File: config.mk
export PLATFORM = sky130hd
export DESIGN_NAME = vid_timing_gen
export DESIGN_NICKNAME = d
export VERILOG_FILES = /design/src/rtl/vid_timing_gen.sv
export SDC_FILE = /design/constraint.sdc
export NUM_CORES = 1
export LEC_CHECK = 0
export ABC_AREA = 1
export BUFFER_PORTS_ARGS = -buffer_cell sky130_fd_sc_hd__buf_4
export CELL_PAD_IN_SITES_DETAIL_PLACEMENT = 1
export CELL_PAD_IN_SITES_GLOBAL_PLACEMENT = 1
export CORE_MARGIN = 2
export CORE_UTILIZATION = 34
export DETAILED_ROUTE_END_ITERATION = 7
export PLACE_DENSITY = 0.75
export SYNTH_ARGS = -nofsm -noshare
export SYNTH_HDL_FRONTEND = slang
export SYNTH_SLANG_ARGS = --single-unit
export TNS_END_PERCENT = 50
File: constraint.sdc
create_clock -name app_clk -period 2 [get_ports app_clk]
set_input_delay 0.3 -clock app_clk [delete_from_list [all_inputs] [get_ports app_clk]]
set_output_delay 0.3 -clock app_clk [all_outputs]
set_load 0.02 [all_outputs]
File: src/rtl/vid_timing_gen.sv
// vid_timing_gen: raster timing generator with pixel-source latency compensation.
//
// Purpose:
//   Free-running horizontal and vertical counters drive a pixel source. The
//   source returns pixel data DATA_LAT clocks after seeing a position.
//   Raw de/hsync/vsync are delayed by the same DATA_LAT clocks, so the DVI
//   outputs line up with the returned pixel data.
//
// Ports:
//   app_clk           pixel clock
//   app_rst           asynchronous active-high reset
//   vid_hpos/vid_vpos 11-bit raster counters
//   vid_active_pix    counters are inside the active area (registered)
//   vid_preload_line  one-cycle request to fetch the next active line
//   vid_data_in       {R,G,B} pixel, DATA_LAT clocks behind its position
//   dvi_hsync/vsync   active-low syncs
//   dvi_de, dvi_rgb   data enable and output pixel (blanked to 0 when de=0)
//   frame_tick        one-cycle pulse when both counters wrap to 0
//
// Build option:
//   VID_TEST_PATTERN_EN  when defined, vid_data_in is ignored and eight colour
//                        bars are output instead. Default build: pass-through.

module vid_timing_gen #(
    parameter int H_ACTIVE = 640,
    parameter int H_FP     = 16,
    parameter int H_SYNC   = 96,
    parameter int H_BP     = 48,
    parameter int V_ACTIVE = 480,
    parameter int V_FP     = 10,
    parameter int V_SYNC   = 2,
    parameter int V_BP     = 33,
    parameter int DATA_LAT = 2
) (
    input  logic        app_clk,
    input  logic        app_rst,
    output logic [10:0] vid_hpos,
    output logic [10:0] vid_vpos,
    output logic        vid_active_pix,
    output logic        vid_preload_line,
    input  logic [23:0] vid_data_in,
    output logic        dvi_hsync,
    output logic        dvi_vsync,
    output logic        dvi_de,
    output logic [23:0] dvi_rgb,
    output logic        frame_tick
);

    localparam int H_TOTAL = H_ACTIVE + H_FP + H_SYNC + H_BP;
    localparam int V_TOTAL = V_ACTIVE + V_FP + V_SYNC + V_BP;

    localparam logic [10:0] H_LAST   = 11'(H_TOTAL - 1);
    localparam logic [10:0] V_LAST   = 11'(V_TOTAL - 1);
    localparam logic [10:0] H_ACT    = 11'(H_ACTIVE);
    localparam logic [10:0] V_ACT    = 11'(V_ACTIVE);
    localparam logic [10:0] HS_START = 11'(H_ACTIVE + H_FP);
    localparam logic [10:0] HS_END   = 11'(H_ACTIVE + H_FP + H_SYNC);
    localparam logic [10:0] VS_START = 11'(V_ACTIVE + V_FP);
    localparam logic [10:0] VS_END   = 11'(V_ACTIVE + V_FP + V_SYNC);

    logic [10:0] hpos_q, hpos_d;
    logic [10:0] vpos_q, vpos_d;
    logic [10:0] next_line;
    logic        active_q, preload_q, ftick_q;
    logic        raw_de, raw_hs, raw_vs;

    logic [DATA_LAT-1:0] de_pipe_q, hs_pipe_q, vs_pipe_q;
    logic                dvi_de_q, dvi_hs_q, dvi_vs_q;
    logic [23:0]         rgb_q;
    logic [23:0]         pix_src;

    // Counter next-state; vpos advances only on the hpos wrap.
    always_comb begin
        hpos_d = hpos_q + 11'd1;
        vpos_d = vpos_q;
        if (hpos_q == H_LAST) begin
            hpos_d = '0;
            vpos_d = (vpos_q == V_LAST) ? 11'd0 : vpos_q + 11'd1;
        end
        next_line = (vpos_d == V_LAST) ? 11'd0 : vpos_d + 11'd1;
    end

    // Raw timing is decoded from the current counters.
    always_comb begin
        raw_de = (hpos_q < H_ACT) && (vpos_q < V_ACT);
        raw_hs = !((hpos_q >= HS_START) && (hpos_q < HS_END));
        raw_vs = !((vpos_q >= VS_START) && (vpos_q < VS_END));
    end

    // Status flags are computed from the next counter values so that they
    // describe the counters they appear alongside.
    always_ff @(posedge app_clk or posedge app_rst) begin
        if (app_rst) begin
            hpos_q    <= '0;
            vpos_q    <= '0;
            active_q  <= 1'b0;
            preload_q <= 1'b0;
            ftick_q   <= 1'b0;
        end else begin
            hpos_q    <= hpos_d;
            vpos_q    <= vpos_d;
            active_q  <= (hpos_d < H_ACT) && (vpos_d < V_ACT);
            preload_q <= (hpos_d == H_ACT) && (next_line < V_ACT);
            ftick_q   <= (hpos_d == 11'd0) && (vpos_d == 11'd0);
        end
    end

    // Delay line matching the pixel-source latency; flushes to blanking.
    always_ff @(posedge app_clk or posedge app_rst) begin
        if (app_rst) begin
            de_pipe_q <= '0;
            hs_pipe_q <= '1;
            vs_pipe_q <= '1;
        end else begin
            de_pipe_q[0] <= raw_de;
            hs_pipe_q[0] <= raw_hs;
            vs_pipe_q[0] <= raw_vs;
            for (int i = 1; i < DATA_LAT; i++) begin
                de_pipe_q[i] <= de_pipe_q[i-1];
                hs_pipe_q[i] <= hs_pipe_q[i-1];
                vs_pipe_q[i] <= vs_pipe_q[i-1];
            end
        end
    end

`ifdef VID_TEST_PATTERN_EN
    localparam logic [10:0] BAR_W = 11'(H_ACTIVE / 8);

    logic [2:0] bar_idx;
    logic [2:0] bar_pipe_q [DATA_LAT];
    logic [2:0] bar_out;
    logic       unused_data;

    // Bar index travels down its own delay line so colours stay aligned
    // with de exactly as external data would.
    assign bar_idx     = 3'(hpos_q / BAR_W);
    assign bar_out     = bar_pipe_q[DATA_LAT-1];
    assign unused_data = ^vid_data_in;

    always_ff @(posedge app_clk or posedge app_rst) begin
        if (app_rst) begin
            for (int i = 0; i < DATA_LAT; i++) begin
                bar_pipe_q[i] <= '0;
            end
        end else begin
            bar_pipe_q[0] <= bar_idx;
            for (int i = 1; i < DATA_LAT; i++) begin
                bar_pipe_q[i] <= bar_pipe_q[i-1];
            end
        end
    end

    // Bar order white, yellow, cyan, green, magenta, red, blue, black:
    // R is off for idx[1], G off for idx[2], B off for idx[0].
    assign pix_src = {{8{~bar_out[1]}}, {8{~bar_out[2]}}, {8{~bar_out[0]}}};
`else
    assign pix_src = vid_data_in;
`endif

    // Output stage: all DVI signals registered on the same edge.
    always_ff @(posedge app_clk or posedge app_rst) begin
        if (app_rst) begin
            dvi_de_q <= 1'b0;
            dvi_hs_q <= 1'b1;
            dvi_vs_q <= 1'b1;
            rgb_q    <= '0;
        end else begin
            dvi_de_q <= de_pipe_q[DATA_LAT-1];
            dvi_hs_q <= hs_pipe_q[DATA_LAT-1];
            dvi_vs_q <= vs_pipe_q[DATA_LAT-1];
            rgb_q    <= de_pipe_q[DATA_LAT-1] ? pix_src : 24'h000000;
        end
    end

    assign vid_hpos         = hpos_q;
    assign vid_vpos         = vpos_q;
    assign vid_active_pix   = active_q;
    assign vid_preload_line = preload_q;
    assign frame_tick       = ftick_q;
    assign dvi_de           = dvi_de_q;
    assign dvi_hsync        = dvi_hs_q;
    assign dvi_vsync        = dvi_vs_q;
    assign dvi_rgb          = rgb_q;

endmodule
After elaboration in Yosys (flattened, before gate mapping):

Index checks and enable logic that the tools add are counted.

* add/sub/neg operators: 3
* magnitude comparators: 9
* equal/unequal tests: 4
* mux-type cells: 5
* reduce and logical (&&, ||, !) cells: 10

Operators by type and width (count)
* 11-bit by 10-bit == test with 1-bit output, second input constant: 4
* 11-bit by 9-bit less-than comparator with 1-bit output, second input constant: 4
* 11-bit 2-to-1 mux: 4
* 11-bit by 1-bit adder with 11-bit output, second input constant: 3
* 11-bit by 10-bit less-than comparator with 1-bit output, second input constant: 3
* 24-bit 2-to-1 mux: 1
* 11-bit logical NOT: 2
* 11-bit by 10-bit >= comparator with 1-bit output, second input constant: 1
* 11-bit by 9-bit >= comparator with 1-bit output, second input constant: 1
* 1-bit logical AND: 6
* 1-bit logical NOT: 2

* register bits: 58
* output and inout port bits: 52
* logic and storage cells: 43

Logic depth before layout (Yosys ltp):

* depth in word-level cells: 7
* mapped depth: 18
* depth with buffers taken out: 18

Least setup slack after synthesis:

No wires, ideal clock.

* path type: flip-flop to flip-flop
* from: reg hpos_q[0] (netlist: vid_hpos[0])
* to: reg preload_q (netlist: vid_preload_line)
* setup time: 0.117 ns
* arrival: 1.932 ns
* required time: 1.883 ns
* slack: -0.049 ns
* cell stages (with the launch flop): 18
* clock period less this slack: 2.049 ns
* cell sequence: dfrtp_1 > ha_1 > nand3_4 > nor2_4 > nand2_4 > buf_6 > nand2_2 > nand2_2 > inv_2 > nand2_1 > nor2_2 > nand2_1 > nand2_1 > nand2_1 > nand2_1 > inv_1 > nand2_1 > nand2_1

* word-level cells in the longest chain between the ends: 6
* elaborated cells between the ends (all ways): 10
* those cells by class: add/sub (2); order compare (1); eq/ne (3); mux (3); reduce/logical (1)

RTL lines
* from (decl): RTL line 61 `logic [10:0] hpos_q, hpos_d;`
* from (signal assigned): RTL line 100 `hpos_q <= hpos_d;`
* 11-bit by 10-bit == test with 1-bit output (*): RTL line 76 `if (hpos_q == H_LAST) begin`
* 11-bit 2-to-1 mux (*): RTL line 76
* net vpos_d[8]: RTL line 62 `logic [10:0] vpos_q, vpos_d;`
* 11-bit by 1-bit adder with 11-bit output or 11-bit by 10-bit == test with 1-bit output (tied branches): RTL line 80 `next_line = (vpos_d == V_LAST) ? 11'd0 : vpos_d + 11'd1;`
* 11-bit 2-to-1 mux (*): RTL line 80
* 11-bit by 9-bit less-than comparator with 1-bit output (*): RTL line 103 `preload_q <= (hpos_d == H_ACT) && (next_line < V_ACT);`
* 1-bit logical AND (*): RTL line 103
* to (signal assigned): RTL line 103
* to (decl): RTL line 64 `logic active_q, preload_q, ftick_q;`

Mark *: on every way through the listed nets, which the timed path passes. The rest lies on a longest branch.

Worst setup path after layout:

Ends and elaborated chain as after synthesis.

==> summary.md <==
| Metric | Value |
|---|---|
| CP arrival | `2.41 ns` |
| Synth Cell Area | `2870 um2` |
| Area Overhead vs Synth | `55.9%` |
| Slew margin rel. | `49.2%` |
| Initial DRC count | `162` |
| DPL Wire Length | `6.77 mm` |
| Num rows | `33` |
| Tcrit/Tclk final | `109%` |
| Clk slew on worst S/H paths | `0.08 ns` |
| Maximum vdd ir drop | `0.331 mV` |
| Fin nets | `533` |
| Vias | `3021` |
| Worst setup margin | `-0.174 ns` |
| Setup WS pre-CTS | `-0.124 ns` |
| Failing checks | `negative setup slack` |
| Met1 Resource Use GR | `24.8%` |
| Layout Skew | `0.0142 ns` |
| Non-Filler Instances | `614` |
| GRT met3 Usage | `5.40%` |
| Crit Path Max Fanout | `8` |
| Syn_nets | `391` |
| Initial core utilization | `35.0%` |
| Hold-fix buffers, CTS | `0` |
| CP Capture Type | `flop` |
| Post-route antenna net violation count | `0` |
| Crit Path Class | `flop to flop` |
| Vias in the first global route | `3105` |
| Post-Route WL | `10.8 mm` |
| Grt ovf | `0` |
| Status | `finished with violations` |
| Fmax | `460 MHz` |
| Hold_ws | `0.0242 ns` |
| Top Ports | `78` |
| Worst setup SP type | `flop` |
| Die height | `95.8 um` |
| DRC | `0` |
| Final Hold Vio Count | `0` |
| Period minus WS final | `2.17 ns` |
| DR vias/cell | `4.92` |
| Post-Route Utilization | `54.6%` |
| Synth cell types | `30` |
| Syn_area_per_cell | `7.92 um2` |
| Clk_lat worst skew | `0.35 ns` |
| Final-report setup violation count | `3` |
| Sequential-to-total area share from yosys stat | `50.9%` |
| TritonCTS Buffers | `9` |
| DR pass1 iterations | `4` |
| RSZ-0062 raised after global routing | `yes` |
| Count of state elements after synthesis | `58` |
| Core Footprint | `8180 um2` |
| I/O Buffers | `77` |
| WL/cell | `17.5 um` |
| Hold Path Class | `input pin to async pin` |
| Max-slew violations | `0` |
| Layout cells sized above 1 | `45.8%` |
| YS warnings | `0` |
| Maximum capacitance violations | `0` |
| Clock root buffer | `clkbuf_8` |
| Power per cell area | `589 nW/um2` |
| Post-Syn Instances | `362` |
| Initial antenna violation count | `0` |
| Placed Cells | `573` |
| CTS tree | `built` |
| DIE AREA | `9180 um2` |
| Max clock buf depth | `2` |
| H-tree depth | `3` |
| Horiz. Die Dim | `95.8 um` |
| Fillers | `1000` |
| Worst-margin pin slew | `0.762 ns` |
| Most crowded layer after global routing | `met2` |
| GRT Total Usage | `22.3%` |
| Clk sinks | `58` |
| Leakage power | `2.35 nW` |
| GR Util met2 | `41.1%` |
| N_diodes | `0` |
| GPL Wtd Cong | `0.943` |
| Critical Path RT | `2.24 ns` |
| Pin count of the biggest net entering global routing | `32` |
| First-pass GRT wire length | `15.2 mm` |
[worst paths after layout]
kind,startpoint,end,slack [ns],cells after the start
worst max register to register,vid_hpos[0],vid_preload_line,-0.17,16
worst max-delay path,vid_hpos[0],vid_preload_line,-0.17,16
min in group app_clk,vid_data_in[17],dvi_rgb[17],0.14,3
worst min register to register,vs_pipe_q[1],dvi_vsync,0.36,0
max in group asynchronous,app_rst,vs_pipe_q[1],1.64,3
worst min-delay path,app_rst,vid_hpos[2],0.02,3
[where the power goes]
part | internal, W | switching [W] | total, W
logic | 0.0000724 | 0.0000862 | 0.000159
registers | 0.00120 | 0.00000709 | 0.00120
clock network | 0.000712 | 0.000556 | 0.00127
total | 0.00198 | 0.000649 | 0.00263
[routing by layer]
metal  vias to the layer above  routed length [um]  share of wire [%]
met2                       116                5610                 52
met1                      1491                4210                 39
met5                         -                   0                  0
met3                        23                 651                6.1
li1                       1391                   -                  -
met4                         0                 285                2.6
[cells in the mapped netlist]
| cell type | number | share of area, % |
|---|---|---|
| nand3_4 | 1 | 0.61 |
| o21ai_1 | 1 | 0.17 |
| nor2_2 | 4 | 0.87 |
| dfstp_2 | 6 | 5.5 |
| o21bai_1 | 2 | 0.52 |
| nor2_4 | 4 | 1.6 |
| buf_2 | 2 | 0.35 |
| nand4_1 | 9 | 2.0 |
| nand3_1 | 29 | 5.1 |
| nand2_4 | 2 | 0.79 |
| a211oi_1 | 1 | 0.26 |
| a21oi_2 | 1 | 0.31 |
| o211ai_1 | 1 | 0.26 |
| xor2_1 | 3 | 0.92 |
| clkbuf_1 | 2 | 0.26 |
| inv_1 | 64 | 8.4 |
| nor4_1 | 1 | 0.22 |
| a21oi_1 | 1 | 0.17 |
| buf_6 | 2 | 0.79 |
| ha_1 | 3 | 1.3 |
| nor2_1 | 37 | 4.8 |
| o21ai_2 | 1 | 0.31 |
| dfrtp_1 | 52 | 45 |
| clkinv_1 | 1 | 0.13 |
| inv_2 | 2 | 0.26 |
| nand2_2 | 8 | 1.7 |
| nand3_2 | 2 | 0.70 |
| o21ai_0 | 6 | 1.0 |
| nand2_1 | 107 | 14 |
| nor3_1 | 7 | 1.2 |
[what timing repair did]
action | in CTS | in global routing
hold endpoints to repair | 0 | 0
gates cloned | 2 | 0
pin swaps | 14 | 21
resized for setup | 29 | 34
buffers inserted | 9 | 14
endpoints found under the setup margin | 2 | 3
[layout make-up]
class / count / area, um2 / area share (%)
multi-input combinational: 233 / 1340 / 30.1
inverter: 67 / 254 / 5.69
sequential: 58 / 1470 / 32.9
clock buffer: 9 / 124 / 2.77
timing repair buffer: 135 / 1040 / 23.3
clock inverter: 7 / 101 / 2.27
tap: 105 / 131 / 2.94
[cells in the final DEF, fill, tap and decap left out, drive strengths merged]
| master | netlist | layout |
|---|---|---|
| clkinvlp | 0 | 2 |
| ha | 3 | 3 |
| nor2 | 45 | 46 |
| nand2 | 117 | 118 |
| inv | 66 | 68 |
| buf | 4 | 135 |
| a21oi | 2 | 2 |
| nor4 | 1 | 1 |
| nand4 | 9 | 9 |
| nand3 | 32 | 32 |
| o21bai | 2 | 2 |
| a211oi | 1 | 1 |
| nor3 | 7 | 7 |
| clkinv | 1 | 2 |
| o21ai | 8 | 8 |
| xor2 | 3 | 3 |
| dfrtp | 52 | 52 |
| clkbuf | 2 | 9 |
| dfstp | 6 | 6 |
| o211ai | 1 | 1 |
| bufinv | 0 | 2 |
[critical path: stages (launching register included)]
cell and delay, ns:
dfrtp_2 0.44, ha_4 0.18, nand3_4 0.12, nor2_4 0.08, buf_12 0.15, nand2_8 0.11, nand2_2 0.08, a21oi_4 0.21
nand3_2 0.15, nor2_2 0.14, nand2_1 0.07, nand2_1 0.06, nand2_1 0.06, nand2_1 0.08, inv_1 0.05, nand2_1 0.05
nand2_1 0.04
[cells by family (layout without fill, tap and decap cells)]
family	Yosys count	after routing	share of synthesized area (%)
and+or+nand+nor	211	213	33.6
buffers and inverters	73	218	10.2
DFF	58	58	50.9
AOI/OAI and AO/OA	14	14	3.06
adders and majority gates	3	3	1.31
xor gates and xnor gates	3	3	0.917
[state kept, by name (all words and copies together) (netlist names)]
register / cells
de_pipe_q: 2
dvi_de: 1
dvi_hsync: 1
dvi_rgb: 24
dvi_vsync: 1
frame_tick: 1
hs_pipe_q: 2
vid_active_pix: 1
vid_hpos: 11
vid_preload_line: 1
vid_vpos: 11
vs_pipe_q: 2
[metrics by stage]
stage / setup TNS (ns) / power (W) / area, um2
floorplan: 0 / 0.00129 / 2870
global placement: -0.0368 / 0.00138 / 3800
detailed placement: -0.154 / 0.00139 / 3800
CTS: -0.00678 / 0.00264 / 4230
global route: -0.780 / 0.00273 / 4470
finish: -0.266 / 0.00263 / 4470
(Power assumes the default switching activity.)
